--- src/rtl/btn_conditioner_pkg.sv ---
// Shared definitions for the pushbutton conditioner: per-button FSM state
// encoding and default timing constants for the 27 MHz board clock.
package btn_defs;

   localparam int DEBOUNCE_CYCLES_27M = 270_000;     // 10 ms
   localparam int LONG_CYCLES_27M     = 27_000_000;  // 1 s

   typedef enum logic [2:0] {
      ST_RELEASED  = 3'd0,
      ST_PRESS_CHK = 3'd1,
      ST_HELD      = 3'd2,
      ST_LONG      = 3'd3,
      ST_REL_CHK   = 3'd4
   } btn_state_e;

   // The debounced level stays high while a release is still being confirmed.
   function automatic logic state_is_down(input btn_state_e s);
      return (s == ST_HELD) || (s == ST_LONG) || (s == ST_REL_CHK);
   endfunction

endpackage

--- src/rtl/btn_conditioner_if.sv ---
// Button bundle: raw pins in, debounced level and event pulses out.
interface btn_conditioner_if #(
   parameter int NUM_BTN = 2
);
   logic [NUM_BTN-1:0] btn_raw;
   logic [NUM_BTN-1:0] btn_level;
   logic [NUM_BTN-1:0] btn_press;
   logic [NUM_BTN-1:0] btn_release;
   logic [NUM_BTN-1:0] btn_long;

   modport master (
      output btn_raw,
      input  btn_level, btn_press, btn_release, btn_long
   );

   modport slave (
      input  btn_raw,
      output btn_level, btn_press, btn_release, btn_long
   );
endinterface

--- src/rtl/btn_conditioner_debounce_fsm.sv ---
// One button: two-flop synchroniser, debounce/hold FSM with its counters,
// and registered level / press / release / long-press outputs.
module btn_debounce_fsm
   import btn_defs::*;
#(
   parameter bit ACTIVE_LOW      = 1'b1,
   parameter int DEBOUNCE_CYCLES = DEBOUNCE_CYCLES_27M,
   parameter int LONG_CYCLES     = LONG_CYCLES_27M
) (
   input  logic clk,
   input  logic rst,
   input  logic raw,
   output logic level_o,
   output logic press_o,
   output logic release_o,
   output logic long_o
);

   localparam int DW = $clog2(DEBOUNCE_CYCLES + 1);
   localparam int HW = $clog2(LONG_CYCLES + 1);
   localparam logic [DW-1:0] D_LAST   = DW'(DEBOUNCE_CYCLES - 1);
   localparam logic [HW-1:0] H_LAST   = HW'(LONG_CYCLES - 1);
   localparam logic          IDLE_PIN = ACTIVE_LOW;

   logic           sync1_q, sync1_d;
   logic           sync2_q, sync2_d;
   btn_state_e     state_q, state_d;
   logic [DW-1:0]  dcnt_q, dcnt_d;
   logic [HW-1:0]  hcnt_q, hcnt_d;
   logic           long_flag_q, long_flag_d;
   logic           level_q, level_d;
   logic           press_q, press_d;
   logic           release_q, release_d;
   logic           long_q, long_d;
   logic           pressed;

   assign pressed = sync2_q ^ ACTIVE_LOW;

   always_comb begin
      sync1_d     = raw;
      sync2_d     = sync1_q;
      state_d     = state_q;
      dcnt_d      = dcnt_q;
      hcnt_d      = hcnt_q;
      long_flag_d = long_flag_q;
      press_d     = 1'b0;
      release_d   = 1'b0;
      long_d      = 1'b0;

      case (state_q)
         ST_RELEASED: begin
            if (pressed) begin
               state_d = ST_PRESS_CHK;
               dcnt_d  = '0;
            end
         end
         ST_PRESS_CHK: begin
            if (!pressed) begin
               state_d = ST_RELEASED;
            end else if (dcnt_q == D_LAST) begin
               state_d = ST_HELD;
               hcnt_d  = '0;
               press_d = 1'b1;
            end else begin
               dcnt_d = dcnt_q + 1'b1;
            end
         end
         ST_HELD: begin
            if (!pressed) begin
               state_d = ST_REL_CHK;
               dcnt_d  = '0;
            end else if (hcnt_q == H_LAST) begin
               state_d     = ST_LONG;
               long_d      = 1'b1;
               long_flag_d = 1'b1;
            end else begin
               hcnt_d = hcnt_q + 1'b1;
            end
         end
         ST_LONG: begin
            if (!pressed) begin
               state_d = ST_REL_CHK;
               dcnt_d  = '0;
            end
         end
         ST_REL_CHK: begin
            // A release bounce resumes where it left off; hcnt was frozen.
            if (pressed) begin
               state_d = long_flag_q ? ST_LONG : ST_HELD;
            end else if (dcnt_q == D_LAST) begin
               state_d     = ST_RELEASED;
               release_d   = 1'b1;
               long_flag_d = 1'b0;
            end else begin
               dcnt_d = dcnt_q + 1'b1;
            end
         end
         default: state_d = ST_RELEASED;
      endcase

      level_d = state_is_down(state_d);
   end

   // NOTE: synchroniser flops reset to the idle pin level so leaving reset
   // never looks like an edge; all state updates use non-blocking assignment.
   always_ff @(posedge clk or posedge rst) begin
      if (rst) begin
         sync1_q     <= IDLE_PIN;
         sync2_q     <= IDLE_PIN;
         state_q     <= ST_RELEASED;
         dcnt_q      <= '0;
         hcnt_q      <= '0;
         long_flag_q <= 1'b0;
         level_q     <= 1'b0;
         press_q     <= 1'b0;
         release_q   <= 1'b0;
         long_q      <= 1'b0;
      end else begin
         sync1_q     <= sync1_d;
         sync2_q     <= sync2_d;
         state_q     <= state_d;
         dcnt_q      <= dcnt_d;
         hcnt_q      <= hcnt_d;
         long_flag_q <= long_flag_d;
         level_q     <= level_d;
         press_q     <= press_d;
         release_q   <= release_d;
         long_q      <= long_d;
      end
   end

   assign level_o   = level_q;
   assign press_o   = press_q;
   assign release_o = release_q;
   assign long_o    = long_q;

endmodule

--- src/rtl/btn_conditioner.sv ---
// Pushbutton conditioner: NUM_BTN fully independent debounce channels
// feeding the verifier control logic.
module btn_conditioner
   import btn_defs::*;
#(
   parameter int NUM_BTN         = 2,
   parameter bit ACTIVE_LOW      = 1'b1,
   parameter int DEBOUNCE_CYCLES = DEBOUNCE_CYCLES_27M,
   parameter int LONG_CYCLES     = LONG_CYCLES_27M
) (
   input logic               clk,
   input logic               rst,
   btn_conditioner_if.slave  bus
);

   for (genvar i = 0; i < NUM_BTN; i++) begin : g_btn
      btn_debounce_fsm #(
         .ACTIVE_LOW      (ACTIVE_LOW),
         .DEBOUNCE_CYCLES (DEBOUNCE_CYCLES),
         .LONG_CYCLES     (LONG_CYCLES)
      ) u_fsm (
         .clk       (clk),
         .rst       (rst),
         .raw       (bus.btn_raw[i]),
         .level_o   (bus.btn_level[i]),
         .press_o   (bus.btn_press[i]),
         .release_o (bus.btn_release[i]),
         .long_o    (bus.btn_long[i])
      );
   end

endmodule

--- src/flat_wrapper.sv ---
// flat-port wrapper written by rule: the top's interface ports become plain ports
module btn_conditioner_flat import btn_defs::*;
#(
   parameter int NUM_BTN         = 2,
   parameter bit ACTIVE_LOW      = 1'b1,
   parameter int DEBOUNCE_CYCLES = DEBOUNCE_CYCLES_27M,
   parameter int LONG_CYCLES     = LONG_CYCLES_27M
)
  (clk, rst, bus_btn_raw, bus_btn_level, bus_btn_press, bus_btn_release, bus_btn_long);
  btn_conditioner_if #(.NUM_BTN(NUM_BTN)) bus_i ();
  input logic clk;
  input logic rst;
  input wire logic [$bits(bus_i.btn_raw)-1:0] bus_btn_raw;
  output wire logic [$bits(bus_i.btn_level)-1:0] bus_btn_level;
  output wire logic [$bits(bus_i.btn_press)-1:0] bus_btn_press;
  output wire logic [$bits(bus_i.btn_release)-1:0] bus_btn_release;
  output wire logic [$bits(bus_i.btn_long)-1:0] bus_btn_long;
  assign bus_i.btn_raw = bus_btn_raw;
  assign bus_btn_level = bus_i.btn_level;
  assign bus_btn_press = bus_i.btn_press;
  assign bus_btn_release = bus_i.btn_release;
  assign bus_btn_long = bus_i.btn_long;
  btn_conditioner #(.NUM_BTN(NUM_BTN), .ACTIVE_LOW(ACTIVE_LOW), .DEBOUNCE_CYCLES(DEBOUNCE_CYCLES), .LONG_CYCLES(LONG_CYCLES)) u_core (.clk(clk), .rst(rst), .bus(bus_i));
endmodule
--- config.mk ---
export PLATFORM = sky130hd
export DESIGN_NAME = btn_conditioner_flat
export DESIGN_NICKNAME = d
export VERILOG_FILES = /design/src/rtl/btn_conditioner_pkg.sv /design/src/rtl/btn_conditioner_if.sv /design/src/rtl/btn_conditioner_debounce_fsm.sv /design/src/rtl/btn_conditioner.sv /design/src/flat_wrapper.sv
export SDC_FILE = /design/constraint.sdc
export NUM_CORES = 1
export LEC_CHECK = 0
export BUFFER_PORTS_ARGS = -buffer_cell sky130_fd_sc_hd__buf_2
export CAP_MARGIN = 20
export CORE_ASPECT_RATIO = 0.5
export CORE_MARGIN = 2
export CORE_UTILIZATION = 30
export DETAILED_ROUTE_END_ITERATION = 10
export HOLD_SLACK_MARGIN = 0.1
export PLACE_DENSITY = 0.42
export REMOVE_ABC_BUFFERS = 1
export SYNTH_ARGS = -nofsm -noshare
export SYNTH_HDL_FRONTEND = slang
export SYNTH_SLANG_ARGS = --single-unit
--- constraint.sdc ---
create_clock -name clk -period 3.63 [get_ports clk]
set_input_delay 0.5445 -clock clk [delete_from_list [all_inputs] [get_ports clk]]
set_output_delay 0.5445 -clock clk [all_outputs]
set_load 0.02 [all_outputs]
==> impl_results.md <==
* Outcome: completed
* Overall routed net length at approximately 13 mm
* Largest net degree at the start of global routing at between 40 and 50
* Area growth, synth to finish at 9.82%
* Filler cell count at ~2,000
* DRT antenna net count at 0
* Inserted Diodes at 0
* Worst Hold Slack at between 0.2 and 0.3 ns
* P_leak at about 2.7 nW
* Post-Syn Instances at 624
* Arr. time, crit path at 2.83 ns
* CP Launch Point: u_core.g_btn[0].u_fsm.state_q[1]
* Antenna violations before repair at 0
* Clk Latency, worst-skew pair at between 0.3 and 0.4 ns
* Final net count at 626
* FMAX at just under 400 MHz
* Required time worst endpoint at about 3.9 ns
* Met3 wire len at 320 microns
* Count of pins over their slew limit at 0
* Num CTS Buffers at 9
* Max-cap violations at 0
* Biggest regs: u_core.g_btn.u_fsm.hcnt_q (50), u_core.g_btn.u_fsm.dcnt_q (38), u_core.g_btn.u_fsm.state_q (6)
* Slew margin rel. at 0.456
* Reg-to-reg startpoint: u_core.g_btn[0].u_fsm.state_q[1]
* Hold Vio Cnt, Final at 0
* Gpl congestion at approximately 0.77
* Maximum VDD drop at ~0.2 mV
* Hpwl dp at 8.41 mm
* Metal-1 WL at ~6.7 mm
* Asr flop ratio synth at 1.00
* Synthesis-stage register bit count at about 110
* # rows at 36
* 1st-pass router iterations at 4
* Crit path launch type: register
* Max layer used: met4
* Via count at between 4,000 and 5,000
* Setup violators final at 0
* Worst Setup EP: u_core.g_btn[0].u_fsm.hcnt_q[7]
* Fin crit period at 2.60 ns
* Syn avg cell area at between 9 and 10 sq um
* Most flops, register: u_core.g_btn.u_fsm.hcnt_q
* Pwr/cell area at between 300 and 400 nW/um^2
* Reg-to-reg slack, setup at approximately 1.0 ns
* Max reg flops at 50
* Post_cts resized at 0
* Post-CTS Setup Repair Bufs at 0
* Worst hold path class: in -> async
* Setup Total Neg Slack at 0 ns
* Clock buffer depth at 2
* Post-synth EDFFs at 0
* Kind of critical path: reg -> reg
* Core area at between 15,000 and 20,000 sq um
* I/O Pins at 12
* CTS tree: yes
* Global Route Usage Sum at 0.130
* DR iter-0 viols at between 200 and 300
* GR Overflow Total at 0
* Total Power at between 2 and 2.5 mW
* Starting density of the core at 0.303
* Distinct cells, synth at 70
* Die Footprint at about 21,000 sq um
* I/O Buffers at 11
* Clock transition at path regs at 0.07 ns
* Worst Skew at ~0.0068 ns
* DR WL/cell at roughly 14 microns
* Vias per cell at 4.88
* Synth warn at 0
* Share of layout cells above drive strength 1 at 0.0947
* Width of the die at slightly above 200 microns
* Vias in the first global route at roughly 4,300
* Hold_buf cts at 0
* Synth Flop Type: dfrtp_1
* Tcrit/Tclk final at 0.715
* Crit-path max FO at 14
* RSZ-0062 raised after global routing: false
* Met2 routed WL at between 5 and 6 mm
* Syn Std Cell Area at about 5900 sq um
* R2R depth at 6
* Seq/Total Area, Yosys at 0.462
* Reg2reg end: u_core.g_btn[0].u_fsm.hcnt_q[7]
* Root Buffer: clkbuf_16
* DR DRC count at 0
* First-pass GRT wire length at about 22 mm
* H-tree Lvls at 3
* Clk sinks at approximately 110
* Crit end category: register
* Least-Margin Pin Slew at about 0.82 ns
* Die height at 103 microns
==> synth_stat cells (10+ instances only) <==
cell      number  area, sq um
nor4_1        14         87.6
o21ai_0       21          105
buf_2         10         50.1
dfrtp_1      104         2600
and3_1        20          125
nand2_1       45          169
xnor2_1       44          385
buf_4         10         75.1
nand4_1       17          106
nor3_1        12         60.1
clkbuf_1      12         45.0
inv_1         16         60.1
nor2_1        91          342
nand3_1       33          165
xor2_1        23          201
a21oi_1       22          110
==> area by class of cell <==
type	instances	area [sq um]	share of cell area
Clock inverter	6	87.6	0.0136
Multi-Input combinational cell	464	2900	0.451
Clock buffer	10	229	0.0356
Inverter	16	62.6	0.00972
Sequential cell	108	2710	0.421
Tap cell	266	333	0.0517
Timing Repair Buffer	19	115	0.0179
==> stage by stage <==
step                cells   util  worst slack [ns]  instance area (sq um)
finish                889  0.333              1.03                   6440
global route          889  0.333             0.790                   6440
CTS                   889  0.333              1.02                   6440
detailed placement    873  0.317              1.04                   6120
global placement      873  0.317              1.13                   6120
floorplan             588      -             0.247                   5670
==> critical path, cell delays in order (launching register included) <==
cell	delay (ns)
dfrtp_1	0.58
nor3b_2	0.59
and4_1	0.33
nand4_1	0.17
and3b_1	0.39
and3_1	0.24
o21ba_2	0.19
==> how the worst min path moves through the flow <==
stage | start | end | cells after the start
floorplan | u_core.g_btn[0].u_fsm.sync1_q | u_core.g_btn[0].u_fsm.sync2_q | 0
global placement | u_core.g_btn[0].u_fsm.sync1_q | u_core.g_btn[0].u_fsm.sync2_q | 0
detailed placement | u_core.g_btn[1].u_fsm.sync1_q | u_core.g_btn[1].u_fsm.sync2_q | 0
CTS | bus_btn_raw[0] | u_core.g_btn[0].u_fsm.sync1_q | 1
global route | bus_btn_raw[0] | u_core.g_btn[0].u_fsm.sync1_q | 1
finish | rst | u_core.g_btn[1].u_fsm.hcnt_q[19] | 2
==> where the power goes <==
group	internal, mW	leakage [nW]	switching, mW
combinational	0.0202	1.04	0.0611
clock	0.607	0.157	0.463
sequential	1.22	1.49	0.0162
total	1.84	2.68	0.540
==> routing by layer <==
layer  vias to the layer above  track usage
met4                         0       0.0351
li1                       2180            -
met1                      2097        0.181
met2                        48        0.206
met3                        10       0.0303
met5                         -            0
==> cell usage in the layout, fill, tap and decap left out, types with 17 or more instances in the layout <==
cell and instances:
nand3_1 33, and3_1 20, a21oi_1 21, nor2_1 91, nand4_1 17, o21ai_0 21, xor2_1 23, nand2_1 45
dfrtp_1 104, xnor2_1 44
==> kinds of logic (layout without fill, tap and decap cells) <==
kind of cell | after synthesis | after routing | share of synthesized area
AOI/OAI and AO/OA | 101 | 101 | 0.112
DFF | 108 | 108 | 0.462
xor gates and xnor gates | 67 | 67 | 0.100
muxes | 1 | 1 | 0.00171
and+or+nand+nor | 291 | 291 | 0.272
adders and majority gates | 4 | 4 | 0.00854
buffers and inverters | 52 | 51 | 0.0435
No activity file was read; power rests on OpenSTA's default activity.
